[src/rtl/poly_wave_gen_pkg.sv]
// Shared types and constants for the polyphonic wave generator.
// Holds the FSM/mode enums and the noise LFSR definition.
package poly_wave_gen_pkg;

  typedef enum logic [1:0] {
    IDLE,
    VOICE,
    MIX
  } state_t;

  typedef enum logic [1:0] {
    SAW,
    SQUARE,
    TRI,
    NOISE
  } mode_t;

  // Right-shifting Fibonacci LFSR, taps 16,14,13,11
  // map to state bits 0,2,3,5; feedback enters bit 15.
  localparam logic [15:0] LFSR_SEED = 16'hACE1;
  localparam logic [15:0] LFSR_TAPS = 16'h002D;

  function automatic logic [15:0] lfsr_next(
    input logic [15:0] s
  );
    return {^(s & LFSR_TAPS), s[15:1]};
  endfunction

endpackage

[src/rtl/poly_wave_gen_wave_shape.sv]
// Combinational waveform shaper: maps a phase, a mode
// and the shared noise register to one signed sample.
module wave_shape
  import poly_wave_gen_pkg::*;
#(
  parameter int PHASE_W = 32,
  parameter int OUT_W   = 16
) (
  input  logic [PHASE_W-1:0]       phase,
  input  mode_t                    mode,
  input  logic [15:0]              lfsr,
  output logic signed [OUT_W-1:0]  sample
);

  localparam logic [OUT_W-1:0] PEAK =
    {1'b0, {(OUT_W-1){1'b1}}};

  logic [OUT_W-1:0] t;
  logic [OUT_W-1:0] saw;
  logic [OUT_W-1:0] sq;
  logic [OUT_W-1:0] fold;
  logic [OUT_W-1:0] tri_w;
  logic [OUT_W-1:0] noise;
  logic             unused_phase;

  assign t = phase[PHASE_W-1 -: OUT_W];
  assign unused_phase = ^phase;

  // Build every shape, then pick the one for this voice.
  always_comb begin
    saw   = {~t[OUT_W-1], t[OUT_W-2:0]};
    sq    = phase[PHASE_W-1] ? (~PEAK + OUT_W'(1))
                             : PEAK;
    // Doubling slope; the middle half runs downward so
    // the wave peaks at 1/4 and bottoms out at 3/4.
    fold  = {t[OUT_W-2:0], 1'b0};
    tri_w = (t[OUT_W-1] ^ t[OUT_W-2]) ? ~fold : fold;
    noise = OUT_W'($signed(lfsr));
    sample = '0;
    unique case (mode)
      SAW:     sample = saw;
      SQUARE:  sample = sq;
      TRI:     sample = tri_w;
      NOISE:   sample = noise;
      default: sample = '0;
    endcase
  end

endmodule

[src/rtl/poly_wave_gen.sv]
// Polyphonic oscillator: on each sample request it walks
// every voice, sums scaled waves and outputs a clipped mix.
module poly_wave_gen
  import poly_wave_gen_pkg::*;
#(
  parameter int NUM_VOICES = 4,
  parameter int PHASE_W    = 32,
  parameter int OUT_W      = 16,
  parameter int AMP_W      = 16,
  localparam int VIDX_W =
    (NUM_VOICES > 1) ? $clog2(NUM_VOICES) : 1
) (
  input  logic                     clk,
  input  logic                     reset,
  input  logic                     aud_req,
  input  logic                     cfg_we,
  input  logic [VIDX_W-1:0]        cfg_voice,
  input  logic                     cfg_en,
  input  logic [1:0]               cfg_mode,
  input  logic [PHASE_W-1:0]       cfg_step,
  input  logic [AMP_W-1:0]         cfg_amp,
  input  logic                     cfg_phase_rst,
  output logic signed [OUT_W-1:0]  aud_data,
  output logic                     aud_done
);

  localparam int ACC_W =
    OUT_W + $clog2(NUM_VOICES) + 1;
  localparam int PROD_W = OUT_W + AMP_W + 1;
  localparam logic [VIDX_W-1:0] LAST =
    VIDX_W'(NUM_VOICES - 1);
  localparam logic signed [ACC_W-1:0] SMAX =
    {{(ACC_W-OUT_W+1){1'b0}}, {(OUT_W-1){1'b1}}};
  localparam logic signed [ACC_W-1:0] SMIN =
    {{(ACC_W-OUT_W+1){1'b1}}, {(OUT_W-1){1'b0}}};

  state_t                   state;
  logic [VIDX_W-1:0]        idx;
  logic signed [ACC_W-1:0]  acc;
  logic [15:0]              lfsr;

  logic                     en_q    [NUM_VOICES];
  mode_t                    mode_q  [NUM_VOICES];
  logic [PHASE_W-1:0]       step_q  [NUM_VOICES];
  logic [AMP_W-1:0]         amp_q   [NUM_VOICES];
  logic [PHASE_W-1:0]       phase_q [NUM_VOICES];

  logic                     cur_en;
  mode_t                    cur_mode;
  logic [PHASE_W-1:0]       cur_phase;
  logic [AMP_W-1:0]         cur_amp;
  logic signed [OUT_W-1:0]  wave;
  logic signed [PROD_W-1:0] wave_x;
  logic signed [PROD_W-1:0] amp_x;
  logic signed [PROD_W-1:0] prod;
  logic signed [PROD_W-1:0] scaled;
  logic signed [ACC_W-1:0]  contrib;
  logic                     busy_voice;
  logic                     noise_adv;
  logic                     cfg_ok;
  logic signed [OUT_W-1:0]  sat_v;

  assign cur_en    = en_q[idx];
  assign cur_mode  = mode_q[idx];
  assign cur_phase = phase_q[idx];
  assign cur_amp   = amp_q[idx];

  assign busy_voice = (state == VOICE) && cur_en;
  assign noise_adv  = busy_voice && (cur_mode == NOISE);
  assign cfg_ok = 32'(cfg_voice) < NUM_VOICES;

  wave_shape #(
    .PHASE_W (PHASE_W),
    .OUT_W   (OUT_W)
  ) u_shape (
    .phase  (cur_phase),
    .mode   (cur_mode),
    .lfsr   (lfsr),
    .sample (wave)
  );

  // Scale by amp/2^AMP_W with a flooring shift.
  always_comb begin
    wave_x  = PROD_W'(wave);
    amp_x   = PROD_W'({1'b0, cur_amp});
    prod    = wave_x * amp_x;
    scaled  = prod >>> AMP_W;
    contrib = '0;
    if (cur_en) begin
      contrib = ACC_W'(scaled);
    end
  end

  // Clip the wide mix to the signed output range.
  always_comb begin
    sat_v = acc[OUT_W-1:0];
    if (acc > SMAX) begin
      sat_v = SMAX[OUT_W-1:0];
    end else if (acc < SMIN) begin
      sat_v = SMIN[OUT_W-1:0];
    end
  end

  // Frame sequencer: walk the voices, then publish.
  always_ff @(posedge clk) begin
    if (reset) begin
      state    <= IDLE;
      idx      <= '0;
      acc      <= '0;
      lfsr     <= LFSR_SEED;
      aud_data <= '0;
      aud_done <= 1'b0;
    end else begin
      aud_done <= 1'b0;
      unique case (state)
        IDLE: begin
          if (aud_req) begin
            state <= VOICE;
            idx   <= '0;
            acc   <= '0;
          end
        end
        VOICE: begin
          acc <= acc + contrib;
          if (noise_adv) begin
            lfsr <= lfsr_next(lfsr);
          end
          if (idx == LAST) begin
            state <= MIX;
          end else begin
            idx <= idx + 1'b1;
          end
        end
        MIX: begin
          aud_data <= sat_v;
          aud_done <= 1'b1;
          state    <= IDLE;
        end
        default: state <= IDLE;
      endcase
    end
  end

  // Voice table: config writes and phase advance; a
  // phase clear overrides an advance on the same edge.
  always_ff @(posedge clk) begin
    if (reset) begin
      for (int v = 0; v < NUM_VOICES; v++) begin
        en_q[v]    <= 1'b0;
        mode_q[v]  <= SAW;
        step_q[v]  <= '0;
        amp_q[v]   <= '0;
        phase_q[v] <= '0;
      end
    end else begin
      if (busy_voice) begin
        phase_q[idx] <= cur_phase + step_q[idx];
      end
      if (cfg_we && cfg_ok) begin
        en_q[cfg_voice]   <= cfg_en;
        mode_q[cfg_voice] <= mode_t'(cfg_mode);
        step_q[cfg_voice] <= cfg_step;
        amp_q[cfg_voice]  <= cfg_amp;
        if (cfg_phase_rst) begin
          phase_q[cfg_voice] <= '0;
        end
      end
    end
  end

endmodule

[config.mk]
export PLATFORM = sky130hd
export DESIGN_NAME = poly_wave_gen
export DESIGN_NICKNAME = d
export VERILOG_FILES = /design/src/rtl/poly_wave_gen_pkg.sv /design/src/rtl/poly_wave_gen_wave_shape.sv /design/src/rtl/poly_wave_gen.sv
export SDC_FILE = /design/constraint.sdc
export NUM_CORES = 1
export LEC_CHECK = 0
export CAP_MARGIN = 20
export CORE_MARGIN = 5
export CORE_UTILIZATION = 50
export CTS_BUF_LIST = sky130_fd_sc_hd__clkbuf_8
export DETAILED_ROUTE_END_ITERATION = 12
export DONT_BUFFER_PORTS = 1
export GPL_TIMING_DRIVEN = 0
export HOLD_SLACK_MARGIN = 0.15
export SLEW_MARGIN = 20
export SYNTH_ARGS = -nofsm -noshare
export SYNTH_HDL_FRONTEND = slang
export SYNTH_SLANG_ARGS = --single-unit
export TNS_END_PERCENT = 10
[constraint.sdc]
create_clock -name clk -period 12.1 [get_ports clk]
set_input_delay 0.605 -clock clk [delete_from_list [all_inputs] [get_ports clk]]
set_output_delay 0.605 -clock clk [all_outputs]
set_load 0.01 [all_outputs]
==> impl_metrics.json, run 1 <==
{
  "place.port_buffers": 0,
  "detailed_routing_iterations_pass_1": 6,
  "synth_compound_area_frac": 0.1022,
  "number_of_buffers_created_by_cts": 68,
  "cp_data_required_time_ps": 12600,
  "via_count_of_the_first_global_routing_pass": 21880,
  "timing.final.setup_violations": 0,
  "floorplan.rows": 86,
  "fin_area_um2": 30000,
  "post_synthesis_share_of_cell_area_spent_on_xor_and_xnor_gates": 0.02374,
  "floorplan.die.height_um": 244.4,
  "vias": 21730,
  "cts.reportedPaths.clkPinSlew_ps": 60,
  "syn-cell-area_um2": 27460,
  "ctsHtreeMaxLevel": 3,
  "drc": 0,
  "hold_depth": 2,
  "endpoint_kind": "flip-flop",
  "timing_max_transition_violations_final": 0,
  "worst_hold_path.endpoint": "step_q[3][7]",
  "post_route_cells_drive_above_1_share": 0.08142,
  "antenna_violating_nets_post_route": 0,
  "crit_path_max_fanout": 10,
  "synthesis.instances": 2879,
  "grt_use_total": 0.2785,
  "synthAdderAreaFrac": 0.2191,
  "cp_slowest_stage_delay_ps": 690,
  "seq_area_frac_synth": 0.3586,
  "crit_type": "reg -> reg",
  "max_cap_check_violation_count": 0,
  "synthTopCellsByCount": "sky130_fd_sc_hd__nor2_1 (424), sky130_fd_sc_hd__nand2_1 (372), sky130_fd_sc_hd__inv_1 (323)",
  "critical-path-slowest-cell": "sky130_fd_sc_hd__mux4_2",
  "critPathLaunchType": "flip-flop",
  "yosys.area_share.simple": 0.1566,
  "syn_to_final_growth_pct": 9.216,
  "post_dp_cell_area_um2": 28730,
  "yosys.area.top_type": "sky130_fd_sc_hd__edfxtp_1",
  "synth_edf_count": 204,
  "die_area_um2": 59710,
  "post_synth_arst_share": 0,
  "globalRouteOverflowTotal": 0,
  "clock.fmax_ghz": 0.08867,
  "syn_nets": 3301,
  "cpMostUsedCell": "sky130_fd_sc_hd__fa_1",
  "postCtsHoldBufs": 0,
  "grt_setup_unrepaired": "false",
  "number_of_antenna_violations_at_the_first_check_in_global_routing": 1,
  "holdCritPathClass": "in -> reg",
  "r2r_end": "acc[17]",
  "cell_with_the_most_instances_after_synthesis": "sky130_fd_sc_hd__nor2_1",
  "fin_nets": 3386,
  "worst_skew_pair.late_latency_ps": 640,
  "worst-path-buf-inv": 8,
  "gp_congestion": 0.9438,
  "start_util": 0.5014,
  "cts_max_path_buffers": 3,
  "drt-wirelength-per-cell_um": 22.64,
  "fill_cells": 4986,
  "hp-start": "cfg_step[7]",
  "pin_count": 75,
  "synth.mux.area_fraction": 0.07262,
  "ys_warn_count": 0,
  "via_per_inst": 5.850,
  "hpwlAfterDp_um": 63660,
  "die_width_um": 244.4,
  "cts_tree": "yes",
  "critPathArrivalTime_ps": 11780,
  "ff2ff_path_depth": 38,
  "syn_area_per_cell_um2": 9.539,
  "clkSinkCount": 390,
  "drt_total_wl_um": 84110,
  "rrSetupSlack_ps": 820,
  "grt_pass1_wl_um": 127600,
  "synth.area.top_cells": "sky130_fd_sc_hd__edfxtp_1 (22%), sky130_fd_sc_hd__fa_1 (14%), sky130_fd_sc_hd__dfxtp_1 (14%)",
  "core_area_um2": 54770,
  "drtIter0Drc": 1938,
  "combinational_family_with_the_most_area_after_synthesis": "adder cells",
  "min_period_over_period": 0.9321,
  "yosysTopAreaCellShare": 0.2231,
  "crit_family": "compound AO/OA/AOI/OAI gates",
  "run_status": "finished clean",
  "post_synth_num_cell_types": 75,
  "timing_hold_violations_final": 0,
  "worst_slew_pin_slew_ps": 1103,
  "post-cts-setup-buffer-count": 0,
  "ys_dominant_reg_cell": "sky130_fd_sc_hd__edfxtp_1",
  "grt_start_max_net_pins": 21,
  "finalCriticalPeriod_ps": 11280,
  "worst_clock_skew_ps": 39.92,
  "timing.max_slew.rel_slack": 0.2597,
  "count_of_state_elements_after_synthesis": 390,
  "cts.root.buffer_cell": "sky130_fd_sc_hd__clkbuf_8"
}
## final cells by class
class	count	area, um2	share of cell area
multi-input combinational	2009	15850	0.5283
clock buffer	75	1032	0.03441
tap	704	880.8	0.02937
antenna	2	5.005	0.0001669
buffer	155	634.4	0.02115
sequential	390	9849	0.3284
inverter	325	1220	0.04067
clock inverter	40	187.7	0.006257
timing repair buffer	15	337.8	0.01126
## per-layer routing
layer	GRT usage	wire length, um
met5	0	0
met2	0.4743	41030
met1	0.3492	33420
met3	0.04372	5432
met4	0.1326	4229
## cells by family after synthesis
family / Yosys count
and+or+nand+nor: 1023
buffers and inverters: 480
AOI/OAI and AO/OA: 439
DFF: 390
adders and majority gates: 364
muxes: 111
xor gates and xnor gates: 72
## placed cells by master (no fill, tap or decap), drive strengths merged, types with 16 or more instances in the layout
cell      n
nor2    424
nand2   373
inv     342
edfxtp  204
clkbuf  203
fa      195
dfxtp   186
ha      169
a21oi   168
nand3    73
mux4     69
o21ai    63
xnor2    49
buf      41
nor3     39
a21o     37
a31oi    36
and2     29
mux2i    26
o21a     24
and3     24
xor2     22
nand2b   19
clkinv   19
a22oi    18
mux2     16
## worst register-to-register path, delay by kind of cell (launching register included)
family,cells,cell delay (ps)
flops,1,310
simple gates,5,740
fa+ha+maj,8,3660
compound gates,15,3740
xor+xnor,1,200
buf+inv,8,1820
mux,1,700
## flip-flops by register name (all words and copies together) (netlist names), named ones only
name      flops
state         2
step_q      128
en_q          4
phase_q     128
amp_q        64
idx           2
mode_q        8
aud_data     16
aud_done      1
lfsr         16
acc          19
## worst max path at each step
stage / endpoint / slack [ps] / cells after the start / start
final: acc[17] / 820 / 38 / flip-flop
after global routing: acc[17] / 80 / 39 / flip-flop
after CTS: acc[18] / 170 / 37 / flip-flop
after detailed placement: acc[18] / -30 / 37 / flip-flop
after global placement: acc[18] / 100 / 37 / flip-flop
after floorplan: acc[18] / 2410 / 38 / flip-flop
## repair_timing
item                                    CTS  global route
pin swaps                                 0             0
gates resized for setup                   2            10
endpoints found under the setup margin    1             8
## through the flow
step / TNS [ps] / setup WS (ps) / util / cells / hold slack, ps
finish: 0 / 821.7 / 0.5477 / 3715 / 196.6
floorplan: 0 / 2408 / - / 2879 / 428.7
global placement: 0 / 97.35 / 0.5175 / 3583 / 437.4
global route: 0 / 76.52 / 0.5476 / 3714 / 192.2
detailed placement: -34.18 / -34.18 / 0.5245 / 3597 / 443.1
CTS: 0 / 171.9 / 0.5469 / 3712 / 159.7
Power of run 1 is left out: the tool's default activity adds up to more than one toggle a clock period on the data nets, which glitch-free logic cannot reach.
==> run 2, diff against run 1 <==
Settings changed: CORE_ASPECT_RATIO set to 1.2, PLACE_DENSITY set to 0.68.
Clock period 12.1 ns to 9.8 ns, I/O delays scaled along.
==> run 2 against run 1 <==
  * Clock skew is 3.0 ps higher
  * Register-to-register slack worse by 580 ps
  * Non-clock buffer count is 85 higher
  * Cell area is 5.5% higher
  * Final cell count is 2.7% higher
==> impl_metrics.json, run 2 (synthesized netlist as in run 1, its figures left out) <==
{
  "gp_congestion": 0.9885,
  "final_common_cell": "sky130_fd_sc_hd__nor2_1",
  "leading_cell_types_in_the_layout_fill_and_taps_excluded": "sky130_fd_sc_hd__nor2_1 (420), sky130_fd_sc_hd__nand2_1 (370), sky130_fd_sc_hd__inv_1 (342), sky130_fd_sc_hd__edfxtp_1 (204), sky130_fd_sc_hd__fa_1 (187)",
  "floorplan.rows": 94,
  "cts_tree": "yes",
  "grt_pass1_wl_um": 128300,
  "worst_clock_skew_ps": 42.88,
  "clkSinkCount": 390,
  "worst_slew_pin_slew_ps": 1175,
  "detailed_routing_iterations_pass_1": 6,
  "number_of_buffers_created_by_cts": 66,
  "pre_cts_ws_ps": -1994,
  "ctsHtreeMaxLevel": 3,
  "finalCriticalPeriod_ps": 9562,
  "via_count_of_the_first_global_routing_pass": 22910,
  "cts.reportedPaths.clkPinSlew_ps": 60,
  "die_area_um2": 59730,
  "worst_skew_pair.late_latency_ps": 660,
  "drc": 0,
  "crit_type": "reg -> reg",
  "timing.final.setup_violations": 0,
  "antenna_violating_nets_post_route": 0,
  "post_route_cells_drive_above_1_share": 0.1309,
  "min_period_over_period": 0.9757,
  "via_per_inst": 5.871,
  "drtIter0Drc": 1842,
  "timing.max_slew.rel_slack": 0.2104,
  "fin_nets": 3469,
  "endpoint_kind": "flip-flop",
  "hpwlAfterDp_um": 63020,
  "grt_start_max_net_pins": 22,
  "core_area_um2": 54570,
  "start_util": 0.5033,
  "crit_path_max_fanout": 10,
  "pin_count": 75,
  "drt-wirelength-per-cell_um": 22.11,
  "timing_max_transition_violations_final": 0,
  "max_cap_check_violation_count": 0,
  "critPathLaunchType": "flip-flop",
  "critPathArrivalTime_ps": 10060,
  "critical-path-slowest-cell": "sky130_fd_sc_hd__fa_2",
  "run_status": "finished clean",
  "cts_max_path_buffers": 3,
  "clock.fmax_ghz": 0.1046,
  "reg.largest.list": "phase_q x128, step_q x128, amp_q x64",
  "grt_use_total": 0.2778,
  "timing_hold_violations_final": 0,
  "vias": 22390,
  "number_of_antenna_violations_at_the_first_check_in_global_routing": 1,
  "final_cells": 3814,
  "floorplan.die.height_um": 266.7,
  "syn_to_final_growth_pct": 15.28,
  "die_width_um": 223.9,
  "cpMostUsedCell": "sky130_fd_sc_hd__fa_1",
  "dpl.cell_count": 3611,
  "place.port_buffers": 0,
  "globalRouteOverflowTotal": 0,
  "cp_slowest_stage_delay_ps": 610,
  "timing.setup.tns_ps": 0,
  "drt_total_wl_um": 84310,
  "cts.root.buffer_cell": "sky130_fd_sc_hd__clkbuf_8",
  "holdCritPathClass": "in -> reg",
  "final_critical_path_setup_slack_ps": 237.9,
  "hp-start": "cfg_amp[0]",
  "cp_data_required_time_ps": 10290
}
[run 2: cell count changes in the layout (fill, tap and decap cells not counted), sizes merged]
cell and delta:
buf +56, bufinv +2, clkbuf -17, clkdlybuf4s15 -1, clkinv -9, diode -1, dlygate4sd3 +48, inv +5
[run 2: through the flow]
step                        util  instance area, um2  hold WS (ps)
after global placement    0.5198               28360         436.9
after detailed placement  0.5260               28710         442.8
after floorplan                -               27460         428.7
after global routing      0.5801               31660         206.3
after CTS                 0.5650               30830         152.1
final                     0.5801               31660         181.2
[run 2: critical path, delay by kind of cell, from the launching register on]
| kind | cells | cell delay [ps] |
|---|---|---|
| AOI/OAI and AO/OA | 13 | 2540 |
| xor gates and xnor gates | 2 | 350 |
| adders and majority gates | 8 | 3780 |
| buffers and inverters | 10 | 1260 |
| DFF | 1 | 340 |
| muxes | 1 | 570 |
| and+or+nand+nor | 5 | 600 |
[run 2: final cells by class]
class	instances	area, um2
Antenna cell	1	2.502
Clock inverter	38	231.5
Fill cell	4760	22910
Timing Repair Buffer	112	1201
Buffer	143	730.7
Tap cell	720	900.9
Inverter	325	1221
Multi-Input combinational cell	2009	16470
Sequential cell	390	9852
Clock buffer	76	1046
[run 2: worst paths after layout]
path | cells after the start | slack, ps | to
worst min register to register | 2 | 450 | phase_q[3][22]
worst max-delay path | 39 | 240 | acc[11]
worst min-delay path | 2 | 180 | amp_q[3][0]
worst max register to register | 39 | 240 | acc[11]
[run 2: per-layer routing]
metal | part of all wire | vias to the layer above | track usage | wire length, um
li1 | - | 10060 | - | -
met3 | 0.061 | 264 | 0.03652 | 5141
met4 | 0.064 | 0 | 0.1669 | 5433
met2 | 0.51 | 974 | 0.4895 | 43340
met1 | 0.36 | 11090 | 0.3229 | 30400
met5 | 0 | - | 0 | 0
[run 2: what timing repair did]
| item | CTS | global route |
|---|---|---|
| cloned | 0 | 2 |
| hold buffers | 48 | 0 |
| endpoints found under the hold margin | 151 | 0 |
| setup endpoints to repair | 16 | 10 |
| resized for setup | 96 | 118 |
| pin swaps | 8 | 47 |
| setup buffers | 10 | 40 |
Power of run 2 is left out for the same reason.
